==> config.mk <==
export PLATFORM = sky130hd
export DESIGN_NAME = serial_rx_buf
export DESIGN_NICKNAME = d
export VERILOG_FILES = /design/src/rtl/serial_rx_buf.sv
export SDC_FILE = /design/constraint.sdc
export NUM_CORES = 1
export LEC_CHECK = 0
export ABC_AREA = 1
export CORE_ASPECT_RATIO = 1.25
export CORE_UTILIZATION = 62
export DETAILED_ROUTE_END_ITERATION = 7
export PLACE_DENSITY = 0.84
export SETUP_SLACK_MARGIN = 0.4
export SLEW_MARGIN = 20
export SYNTH_ARGS = -nofsm -noshare
export SYNTH_HDL_FRONTEND = slang
export SYNTH_SLANG_ARGS = --single-unit
export TNS_END_PERCENT = 100
==> constraint.sdc <==
create_clock -name clk -period 3.9 [get_ports clk]
set_input_delay 0.78 -clock clk [delete_from_list [all_inputs] [get_ports clk]]
set_output_delay 0.78 -clock clk [all_outputs]
set_load 0.005 [all_outputs]
==> src/rtl/serial_rx_buf.sv <==
// -----------------------------------------------------------------------------
// serial_rx_buf
//   Deserialises start-bit-framed serial flits (start '1', then DATA_W data bits
//   LSB first) into a DEPTH-entry first-word-fall-through buffer. A router input
//   port can keep accepting flits while earlier ones wait for the crossbar.
//
//   Build option: SERIAL_RX_PARITY_EN adds one even-parity bit after the data
//   bits, a PARITY state, and the parity_err output. Frames with bad parity are
//   dropped.
//
// Ports:
//   clk          sole clock, rising edge
//   reset        synchronous, active-low reset
//   serial_in    serial line, idle low
//   item_read    pop request; honoured only while valid is high
//   valid        buffer non-empty, parallel_out holds the head entry
//   parallel_out head entry, bit 0 = first data bit received
//   channel_busy upstream must not start a frame while high
//   count        occupancy, 0..DEPTH
//   overrun      one-cycle pulse when a start bit is dropped (buffer full)
//   parity_err   one-cycle pulse on a parity mismatch (parity build only)
//
// State table:
//   S_IDLE   | waiting for a start bit
//   S_SHIFT  | shifting in data bits
//   S_PARITY | checking the parity bit (parity build only)
// -----------------------------------------------------------------------------
module serial_rx_buf #(
   parameter int DATA_W = 16,
   parameter int DEPTH  = 4,
   parameter     port   = "unknown"
) (
   input  logic                     clk,
   input  logic                     reset,
   input  logic                     serial_in,
   input  logic                     item_read,
   output logic                     valid,
   output logic [DATA_W-1:0]        parallel_out,
   output logic                     channel_busy,
   output logic [$clog2(DEPTH):0]   count,
   output logic                     overrun
`ifdef SERIAL_RX_PARITY_EN
   ,
   output logic                     parity_err
`endif
);

   localparam int AW = $clog2(DEPTH);
   localparam int BW = $clog2(DATA_W);
   localparam logic [BW-1:0] LAST_BIT = BW'(DATA_W - 1);
   localparam logic [AW:0]   FULL_CNT = (AW + 1)'(DEPTH);

   if (DEPTH < 2 || (DEPTH & (DEPTH - 1)) != 0) begin : g_bad_depth
      $error("serial_rx_buf(%s): DEPTH=%0d must be a power of 2 and at least 2", port, DEPTH);
   end

   typedef enum logic [1:0] {
      S_IDLE   = 2'd0,
      S_SHIFT  = 2'd1,
      S_PARITY = 2'd2
   } state_t;

   state_t              state;
   logic [BW-1:0]       bit_cnt;
   logic [DATA_W-1:0]   shreg;
   logic [DATA_W-1:0]   mem [DEPTH];
   logic [AW-1:0]       rd_ptr;
   logic [AW-1:0]       wr_ptr;
   logic                full;
   logic                push;
   logic                pop;
   logic [DATA_W-1:0]   push_data;

   assign full         = (count == FULL_CNT);
   assign valid        = (count != '0);
   assign parallel_out = mem[rd_ptr];
   assign channel_busy = (state != S_IDLE) || full;
   assign pop          = valid && item_read;

   always_comb begin
      push      = 1'b0;
`ifdef SERIAL_RX_PARITY_EN
      // shreg already holds the whole flit; serial_in is the parity bit
      push_data = shreg;
      if (state == S_PARITY && (^{shreg, serial_in}) == 1'b0) begin
         push = 1'b1;
      end
`else
      // the last data bit goes straight into the MSB of the pushed word
      push_data = {serial_in, shreg[DATA_W-1:1]};
      if (state == S_SHIFT && bit_cnt == LAST_BIT) begin
         push = 1'b1;
      end
`endif
   end

   always_ff @(posedge clk) begin
      if (!reset) begin
         state   <= S_IDLE;
         bit_cnt <= '0;
         shreg   <= '0;
         rd_ptr  <= '0;
         wr_ptr  <= '0;
         count   <= '0;
         overrun <= 1'b0;
`ifdef SERIAL_RX_PARITY_EN
         parity_err <= 1'b0;
`endif
      end else begin
         overrun <= 1'b0;
`ifdef SERIAL_RX_PARITY_EN
         parity_err <= 1'b0;
`endif
         case (state)
            S_IDLE: begin
               if (serial_in) begin
                  if (!full) begin
                     state   <= S_SHIFT;
                     bit_cnt <= '0;
                  end else begin
                     overrun <= 1'b1;
                  end
               end
            end
            S_SHIFT: begin
               shreg   <= {serial_in, shreg[DATA_W-1:1]};
               bit_cnt <= bit_cnt + 1'b1;
               if (bit_cnt == LAST_BIT) begin
`ifdef SERIAL_RX_PARITY_EN
                  state <= S_PARITY;
`else
                  state <= S_IDLE;
`endif
               end
            end
`ifdef SERIAL_RX_PARITY_EN
            S_PARITY: begin
               state <= S_IDLE;
               if ((^{shreg, serial_in}) != 1'b0) begin
                  parity_err <= 1'b1;
               end
            end
`endif
            default: state <= S_IDLE;
         endcase

         if (push) begin
            wr_ptr <= wr_ptr + 1'b1;
         end
         if (pop) begin
            rd_ptr <= rd_ptr + 1'b1;
         end
         if (push && !pop) begin
            count <= count + 1'b1;
         end else if (!push && pop) begin
            count <= count - 1'b1;
         end
      end
   end

   // Storage carries no reset; the pointers define which entries are live.
   always_ff @(posedge clk) begin
      if (reset && push) begin
         mem[wr_ptr] <= push_data;
      end
   end

endmodule

==> results_dict.tcl <==
set metrics [dict create \
    cts_buffers 9 \
    vias 2329 \
    power_density_nw_per_um2 556 \
    grt_pass1_wl_um 10300 \
    ys_warn_count 0 \
    synth_edf_count 64 \
    post-route-period-util_pct 76.9 \
    groute.usage.overall_pct 22.3 \
    tightest_slew_ns 0.921 \
    worstPathRequired_ns 3.12 \
    syn_inst 317 \
    ant_nets 0 \
    post_synth.cell_area_avg_um2 11.5 \
    vdd_drop_max_mv 0.325 \
    start_util_pct 65.8 \
    area_growth_pct 13.1 \
    cts_resized 0 \
    endpoint_kind "output pin" \
    io_buffers 25 \
    nFillCells 363 \
    wl_per_cell_um 15.4 \
    tns_ns 0 \
    drv_slew 0 \
    crit_chain "inv_2 > o21ai_1 > o22ai_1 > clkdlybuf4s50_1" \
    cp_slowest_stage_delay_ns 0.66 \
    synth_nets 328 \
    yosys.area.top_type "edfxtp_1" \
    coreArea_um2 5520 \
    diodes 0 \
    setup_viol 0 \
    fp-row-count 30 \
    path_clk_slew_ns 0.08 \
    clockBufferDepth 2 \
    synth.top_cell.area_share_pct 52.9 \
    drc 0 \
    drt_first_pass_iters 4 \
    dpl_cell_area_um2 3910 \
    grt_max_degree 33 \
    synth.top_cells.by_count "edfxtp_1, nor2_1, o21ai_1" \
    slew_headroom_pct 38.5 \
    fin_util_pct 74.4 \
    post-dp-hpwl_um 4170 \
    rsz0062_at_grt "false" \
    leakagePower_nw 1.49 \
    p_total_mw 2.28 \
    antenna_found_initial 0 \
    finalCriticalPeriod_ns 3.00 \
    viasPerCell 5.65 \
    synth_cell_types 24 \
    cts_setup_buffers 0 \
    wl_um 6370 \
    hold_path_class "register to register" \
    drtIter0Drc 135 \
    crit_path_max_fanout 32 \
    root_buffer "clkbuf_8" \
    post-route-cell-area_um2 4110 \
    max_cap_viol_count 0 \
    drive_gt1_share_pct 10.3 \
    worstSkewPairLatency_ns 0.35 \
    ios 26 \
    final.setup_skew_ns 0.00748 \
    die_area_um2 6170 \
    ys.flop_type "edfxtp_1" \
    place.gp.congestion 0.742 \
    outcome "complete, no violations" \
    grt_pass1_vias 2137 \
    start_kind "register" \
    synthesis.area_um2 3630 \
    fp.dieW_um 70.5 \
    max_clock_freq_mhz 333 \
    timing_worst_setup_path_type "register to output pin" \
    synth-seq-cells 94 \
    synth_seq_area_share_pct 69.5 \
    hold_viol 0 \
    grt-ovfl-total 0 \
    cts.htree.levels 3 \
    clock-sinks 94 \
    num-nets-final 354 \
    cp.arrival_ns 2.22 \
    die_h_um 87.6 \
    holdWs_ns 0.505 \
    synth.area.top_cells "edfxtp_1, dfxtp_1, o21ai_1, nor2_1, o22ai_1" \
    ctsHoldBuffers 0 \
    cp_slowest_cell "dfxtp_1" \
    tritoncts "yes" \
    path_buf_inv 2 \
    ys_async_sr_fraction_pct 0 \
    critical-path-top-delay-family "buffers and inverters" \
]
[worst min-delay path, cell delays in order (launching register included)]
cell and delay (ns):
dfxtp_1 0.33, nand2_1 0.08, a21oi_1 0.06
[report_power, final]
group	internal, mW	switching, mW	leakage (nW)
registers	1.12	0.0815	0.832
logic	0.235	0.241	0.562
clock network	0.286	0.318	0.100
total	1.64	0.641	1.49
[cell type report]
| cell class | count | area (um2) | area share [%] |
|---|---|---|---|
| clock buffers | 11 | 163 | 3.96 |
| clock inverters | 5 | 31.3 | 0.762 |
| inverters | 21 | 78.8 | 1.92 |
| multi-input cells | 189 | 957 | 23.3 |
| flip-flops and latches | 94 | 2520 | 61.4 |
| well taps | 64 | 80.1 | 1.95 |
| repair buffers | 28 | 273 | 6.64 |
[cell families after synthesis]
| kind of cell | count (synthesis) | synth area share, % |
|---|---|---|
| AOI/OAI and AO/OA | 79 | 11.4 |
| adders and majority gates | 7 | 2.62 |
| buffers and inverters | 34 | 4.17 |
| DFF | 94 | 69.5 |
| and+or+nand+nor | 103 | 12.3 |
[state kept, by name, indices dropped and copies added (netlist names), named ones only]
signal and flops:
state 1, wr_ptr 2, bit_cnt 4, count 3, shreg 15, mem 64, overrun 1, rd_ptr 2
[placed cells by master (no fill, tap or decap)]
| cell | netlist | routed |
|---|---|---|
| a21oi_1 | 10 | 10 |
| buf_4 | 3 | 3 |
| clkbuf_16 | 0 | 1 |
| clkbuf_8 | 0 | 10 |
| clkdlybuf4s50_1 | 0 | 25 |
| clkinv_1 | 1 | 1 |
| clkinv_2 | 0 | 3 |
| clkinv_4 | 0 | 1 |
| clkinvlp_4 | 0 | 1 |
| dfxtp_1 | 30 | 30 |
| edfxtp_1 | 64 | 64 |
| fa_1 | 1 | 1 |
| ha_1 | 6 | 6 |
| inv_1 | 14 | 14 |
| inv_2 | 6 | 6 |
| nand2_1 | 17 | 17 |
| nand2_2 | 4 | 4 |
| nand3_1 | 7 | 7 |
| nand3_2 | 1 | 1 |
| nand4_1 | 2 | 2 |
| nand4_2 | 1 | 1 |
| nor2_1 | 64 | 64 |
| nor2_2 | 4 | 4 |
| nor2_4 | 1 | 1 |
| nor3_1 | 1 | 1 |
| o21ai_0 | 5 | 5 |
| o21ai_1 | 48 | 48 |
| o22ai_1 | 16 | 16 |
| or2_1 | 1 | 1 |
[metal layers]
metal	global-route usage (%)	wire length (um)	part of all wire, %
met5	0	0	0
met4	9.09	63	0.99
met3	4.49	316	5.0
met2	37.7	3310	52
met1	28.7	2680	42
[stage by stage]
step           setup slack (ns)  cells
3_5_place_dp               1.13    396
3_3_place_gp               1.23    396
2_1_floorplan              1.99    317
5_1_grt                   0.729    412
4_1_cts                   0.870    412
6_report                  0.899    412
[worst paths after layout]
check                                             start                     end  slack (ns)  depth (start not counted)
worst max-delay path                           register         parallel_out[2]        0.90                          4
worst min-delay path             rd_ptr[0]$_SDFFE_PN0P_  rd_ptr[0]$_SDFFE_PN0P_        0.51                          2
worst max register to register  bit_cnt[0]$_SDFFE_PN0P_     mem[3][7]$_DFFE_PP_        1.83                          5
worst min register to register   rd_ptr[0]$_SDFFE_PN0P_  rd_ptr[0]$_SDFFE_PN0P_        0.51                          2
No activity file was read; power rests on OpenSTA's default activity.
